==> config.mk <==
export PLATFORM = sky130hd
export DESIGN_NAME = cond_unit
export DESIGN_NICKNAME = d
export VERILOG_FILES = /design/src/rtl/cond_unit.sv
export SDC_FILE = /design/constraint.sdc
export NUM_CORES = 1
export LEC_CHECK = 0
export BUFFER_PORTS_ARGS = -buffer_cell sky130_fd_sc_hd__buf_4
export CORE_ASPECT_RATIO = 0.5
export CORE_UTILIZATION = 50
export CTS_BUF_LIST = sky130_fd_sc_hd__clkbuf_16
export DETAILED_ROUTE_END_ITERATION = 12
export GPL_TIMING_DRIVEN = 0
export PLACE_DENSITY = 0.76
export SYNTH_ARGS = -nofsm -noshare
export SYNTH_HDL_FRONTEND = slang
export SYNTH_SLANG_ARGS = --single-unit
==> constraint.sdc <==
create_clock -name clk -period 7.6 [get_ports clk]
set_input_delay 1.52 -clock clk [delete_from_list [all_inputs] [get_ports clk]]
set_output_delay 1.52 -clock clk [all_outputs]
set_load 0.02 [all_outputs]
==> src/rtl/cond_unit.sv <==
// Conditional-execution unit: NZCV flag register, condition evaluation,
// write-strobe gating and executed/squashed instruction counters.
module cond_unit #(
  parameter int unsigned CNT_W    = 32,
  parameter logic [3:0]  FLAG_RST = 4'b0000
) (
  input  logic             clk,
  input  logic             reset,
  input  logic             En,
  input  logic [3:0]       Cond,
  input  logic [3:0]       ALUFlags,
  input  logic [1:0]       FlagW,
  input  logic             PCS,
  input  logic             RegW,
  input  logic             MemW,
  input  logic             MemB,
  output logic             PCSrc,
  output logic             RegWrite,
  output logic             MemWrite,
  output logic             MemByte,
  output logic             CondEx,
  output logic [3:0]       Flags,
  output logic [CNT_W-1:0] InstrCnt,
  output logic [CNT_W-1:0] SquashCnt
);

  logic [3:0]       flags_q, flags_d;
  logic [CNT_W-1:0] instr_cnt_q, instr_cnt_d;
  logic [CNT_W-1:0] squash_cnt_q, squash_cnt_d;
  logic             cond_pass;
  logic             cond_ex;
  logic             n_f, z_f, c_f, v_f;

  assign {n_f, z_f, c_f, v_f} = flags_q;

  // Evaluate the condition field against the registered flags only
  always_comb begin
    cond_pass = 1'b0;
    case (Cond)
      4'b0000: cond_pass = z_f;
      4'b0001: cond_pass = ~z_f;
      4'b0010: cond_pass = c_f;
      4'b0011: cond_pass = ~c_f;
      4'b0100: cond_pass = n_f;
      4'b0101: cond_pass = ~n_f;
      4'b0110: cond_pass = v_f;
      4'b0111: cond_pass = ~v_f;
      4'b1000: cond_pass = c_f & ~z_f;
      4'b1001: cond_pass = ~c_f | z_f;
      4'b1010: cond_pass = (n_f == v_f);
      4'b1011: cond_pass = (n_f != v_f);
      4'b1100: cond_pass = ~z_f & (n_f == v_f);
      4'b1101: cond_pass = z_f | (n_f != v_f);
      4'b1110: cond_pass = 1'b1;
      default: cond_pass = 1'b0;
    endcase
  end

  // Zero-latency strobe gating; reset suppresses everything in its cycle
  always_comb begin
    cond_ex  = En & cond_pass & ~reset;
    CondEx   = cond_ex;
    PCSrc    = PCS  & cond_ex;
    RegWrite = RegW & cond_ex;
    MemWrite = MemW & cond_ex;
    MemByte  = MemB & cond_ex;
  end

  // Next-state for flags (independent N,Z / C,V halves) and counters
  always_comb begin
    flags_d      = flags_q;
    instr_cnt_d  = instr_cnt_q;
    squash_cnt_d = squash_cnt_q;
    if (cond_ex) begin
      if (FlagW[1]) flags_d[3:2] = ALUFlags[3:2];
      if (FlagW[0]) flags_d[1:0] = ALUFlags[1:0];
      instr_cnt_d = instr_cnt_q + CNT_W'(1);
    end
    if (En & ~cond_pass) begin
      squash_cnt_d = squash_cnt_q + CNT_W'(1);
    end
  end

  // State registers with synchronous active-high reset
  always_ff @(posedge clk) begin
    if (reset) begin
      flags_q      <= FLAG_RST;
      instr_cnt_q  <= '0;
      squash_cnt_q <= '0;
    end else begin
      flags_q      <= flags_d;
      instr_cnt_q  <= instr_cnt_d;
      squash_cnt_q <= squash_cnt_d;
    end
  end

  assign Flags     = flags_q;
  assign InstrCnt  = instr_cnt_q;
  assign SquashCnt = squash_cnt_q;

endmodule
* After elaboration in Yosys (flattened, before gate mapping) *
Cells that the tools add are included.

word-level totals
  flip-flop bits (word level) = 68
  bits in latches = 0
  RAM bits = 0
  memory bits (read-only) = 0
  logic and storage cells = 43
  memories = 0

operators by class
  add/subtract/negate cells = 2
  multipliers = 0
  divide/modulo/power cells = 0
  magnitude comparators = 0
  eq/ne operators = 16
  shift operators = 0
  muxes and demuxes = 1
  bitwise operators = 17
  reduce and logical (&&, ||, !) cells = 3

operator list
  operator                                        count
  adder 32 x 1 -> 32 bit (second input constant)  2
  == test 4 bit (second input constant)           7
  == test 4 x 3 -> 1 bit (second input constant)  4
  one-hot mux 1 bit (15 select lines)             1
  bitwise AND 1 bit                               9
  == test 4 x 2 -> 1 bit (second input constant)  2
  inverter 1 bit                                  6
  == test 4 x 1 -> 1 bit (second input constant)  1
  zero test 4 bit                                 1
  AND reduction 2 bit                             2
  bitwise OR 1 bit                                2
  == test 1 bit                                   1
  inequality test 1 bit                           1

* Depth between registers and ports, before layout *
  depth after elaboration = 6
  gate-level depth with buffers = 9

* Least setup slack after synthesis *
No wires, ideal clock.

  path type = input -> output
  from = input Cond[3]
  to = output MemByte
  data arrival time = 3550 ps
  required time = 6080 ps
  path slack = 2530 ps
  stages = 8
  buffers on the path = 2
  cell sequence = buf_4 > and2_4 > o32a_1 > a311oi_4 > o31ai_1 > clkbuf_1 > nor2_1 > and2_1

between the ends
  word-level cells in the longest chain between the ends = 5

ends and longest elaborated chain
  what                                   line  text
  from (decl)                            10    input logic [3:0] Cond,
  == test 4 bit (tied with other cells)  39    case (Cond)
  one-hot mux 1 bit (15 select lines) *  39
  bitwise AND 1 bit * (2 in series)      61    cond_ex = En & cond_pass & ~reset;
  via CondEx                             21    output logic CondEx,
  bitwise AND 1 bit *                    66    MemByte = MemB & cond_ex;
  to (decl)                              20    output logic MemByte,

Mark *: on every way through the listed nets, which the timed path passes. The rest lies on a longest branch.

* Final worst setup path *
  from = input Cond[0]
  to = output MemWrite

between the ends
  word-level cells in the longest chain between the ends = 5

ends and longest elaborated chain
  what                                   line  text
  == test 4 bit (tied with other cells)  39
  one-hot mux 1 bit (15 select lines) *  39
  bitwise AND 1 bit * (2 in series)      61
  bitwise AND 1 bit *                    65    MemWrite = MemW & cond_ex;
  to (decl)                              19    output logic MemWrite,

Every way passes the cells marked *; elsewhere a longest branch is shown, timed or not.

==> metrics.md <==
| Metric | Value |
|---|---|
| Slowest CP cell | clkbuf_1 |
| Worst Hold Depth | 2 |
| Switching Power | 0.201 mW |
| Final Hold Viols | 0 |
| Syn Inst Count | 441 |
| Grt ovf | 0 |
| Crit Path Category | input pin to output pin |
| First-pass DRT Iterations | 5 |
| Leading area contributor after synthesis | dfxtp_1 |
| Synth warn | 0 |
| Dpl cell area | 4370 um2 |
| Yosys reg bits | 68 |
| Drt wl/cell | 15.6 um |
| Status | complete, no violations |
| Final Cell Area | 4630 um2 |
| Largest net degree at the start of global routing | 11 |
| Sequential share of power | 0.456 |
| CP max stage delay | 0.40 ns |
| Share of cells above drive strength 1 | 0.212 |
| Commonest non-fill, non-tap cell in the layout | buf_4 |
| Port Buffers | 86 |
| # setup viols final | 0 |
| Post-synth EDFFs | 0 |
| GRT busiest layer | met2 |
| Synth top area cells | dfxtp_1 38%, a21oi_1 7.6%, o31ai_1 6.4% |
| CTS tree | yes |
| Core Util, Final | 0.677 |
| Die area | 7590 um2 |
| M3 GR Usage | 0.0919 |
| Met2 GRT Util | 0.407 |
| Antenna viol nets, final | 0 |
| Slew headroom | 0.204 |
| Drt drc | 0 |
| Worst Path Arrival | 3.78 ns |
| Worst Clk Skew | 0.00686 ns |
| Placed insts | 619 |
| Final worst path period share | 0.697 |
| GRT Util Overall | 0.273 |
| Slew Viols, Final | 0 |
| CTS root buffer | clkbuf_16 |
| Most frequent cells in the layout | 87 x buf_4, 68 x dfxtp_1, 55 x a21oi_1 |
| Minimum clock period | 5.30 ns |
| Dominant synthesized flop cell | dfxtp_1 |
| Leakage | 1.61 nW |
| Critical-path cell list | buf_4, buf_2, nor4b_1, a211oi_2, o211ai_4, o31ai_1, clkbuf_1, nor2_1, and2_1, buf_4 |
| Min-Delay Path Class | register to register |
| Core Region | 6830 um2 |
| Layout Cells excl Fill | 635 |
| Count of different cell masters after synthesis | 49 |
| Boundary pin count | 90 |
| Clock Sinks | 68 |
| Maximum Capacitance Violations | 0 |
| Starting Density | 0.529 |
| Post-CTS sizing | 0 |
| Top-area cell type share of the netlist area | 0.377 |
| P_int | 0.598 mW |
| DRT iter0 DRCs | 293 |
| Global-route wire length before repair | 16200 um |
| Vias/cell | 6.10 |
| CP Depth | 10 |
| Seq. cell area | 1360 um2 |
| CP Launch Type | input pin |
| Worst-Margin Slew | 1.18 ns |
| Drt total wl | 9910 um |
| Die height | 62.1 um |
| Met1 usage | 0.372 |
| CP delay by family, top | compound AO/OA/AOI/OAI gates |
| Antenna violations before repair | 0 |
| Seq/Total Area, Yosys | 0.377 |
| Area growth from synthesis to layout | 28.0% |
| Async set-reset flop share out of synthesis | 0 |
| Req. time, crit path | 6.08 ns |
| Nets | 557 |
| RSZ-0062 raised after global routing | false |
| FP Rows | 21 |
| Clock Power Share | 0.452 |
| Total vias in the final route | 3872 |
| Fmax | 0.189 GHz |
| CTS Buf Count | 9 |
| Mapped Nets | 460 |
| Reg-to-reg setup timing slack | 4.78 ns |
| Post CTS Setup Buffer Count | 0 |
| ANT cells | 0 |
| CTS Hold Bufs | 0 |
| Area of the mapped netlist | 3610 um2 |
| Multi-input logic area | 2130 um2 |
| CTS clk-pin slew, worst paths | 0.05 ns |
| Critical path fanouts, max | 10 |
| Htree depth | 3 |
| Most used cell, CP | buf_4 |
| Die Wd | 122 um |
| CP endpoint kind | output pin |
| Insertion delay to the later sink of the worst-skew pair | 0.34 ns |
| Comb pwr share | 0.092 |
| Sw frac | 0.252 |
| Fill count | 598 |
| CP Buf/Inv Count | 4 |
| Worst R2R Path Depth | 7 |
| Setup Total Neg Slack | 0 ns |
| DP HPWL | 7040 um |
| Clock Path Buffers | 2 |
| Syn avg cell area | 8.19 um2 |
| Vias in the first global route | 3347 |
| Final estimated routing congestion in global placement | 0.819 |
| Total power | 0.799 mW |
| PwrDens | 173 nW/um2 |
| Peak VDD IR | 137 uV |
## layout make-up
cell class / instances / share of cell area
Sequential cell: 68 / 0.294
Clock inverter: 7 / 0.00595
Inverter: 9 / 0.00730
Buffer: 20 / 0.0200
Multi-Input combinational cell: 344 / 0.459
Tap cell: 92 / 0.0249
Timing Repair Buffer: 86 / 0.140
Clock buffer: 9 / 0.0487
## kinds of logic after synthesis
logic type               synth area share
adder cells (fa/ha/maj)           0.00692
AND/OR/NAND/NOR                     0.313
flip-flops                          0.377
buffers and inverters              0.0350
multiplexers                       0.0242
AO/OA/AOI/OAI                       0.218
XOR/XNOR                           0.0260
## synthesized netlist by cell type (all sizes together), types with 3 or more instances
library cell and count:
xnor2 6, o21ai 25, clkbuf 13, nor2 19, dfxtp 68, nand2 47, o31ai 31, nand4 14
or3 23, buf 7, and4 3, and3 6, nand3 25, and2 11, inv 8, nor3 6
a21oi 55, mux2i 5, nor4 7, mux2 3, or4 31
## layer usage
metal | routed length, um | vias to the layer above | part of all wire
met4 | 99 | 0 | 0.010
met1 | 4770 | 1847 | 0.48
met5 | 0 | - | 0
li1 | - | 1886 | -
met2 | 4350 | 127 | 0.44
met3 | 694 | 12 | 0.070
## power by group through the flow
stage | Combinational, mW | Clock (mW) | Sequential (mW)
floorplan | 0.0428 | 0 | 0.374
CTS | 0.0729 | 0.368 | 0.364
detailed placement | 0.0727 | 0 | 0.372
global route | 0.0794 | 0.385 | 0.364
global placement | 0.0721 | 0 | 0.372
finish | 0.0734 | 0.361 | 0.364
## per-stage QoR
step	setup slack, ns	hold WS [ns]
floorplan	2.53	0.551
global placement	2.37	0.475
detailed placement	2.33	0.480
CTS	2.33	0.488
global route	2.14	0.508
finish	2.30	0.483
## state kept, by name, summed over array words and instances, names as in the netlist
name / flops
InstrCnt: 32
SquashCnt: 32
Flags: 4
## worst register-to-register path: cells and delay by family, from the launching register on
| family | cells | cell delay (ns) |
|---|---|---|
| AO/OA/AOI/OAI | 1 | 0.14 |
| adder cells (fa/ha/maj) | 1 | 0.25 |
| flip-flops | 1 | 0.42 |
| AND/OR/NAND/NOR | 5 | 1.94 |
## worst paths after layout
path                     start       endpoint
hold reg to reg   InstrCnt[31]   InstrCnt[31]
setup reg to reg  SquashCnt[1]  SquashCnt[28]
setup / recovery       Cond[0]       MemWrite
hold / removal    InstrCnt[31]   InstrCnt[31]
No activity file was read; power rests on OpenSTA's default activity.
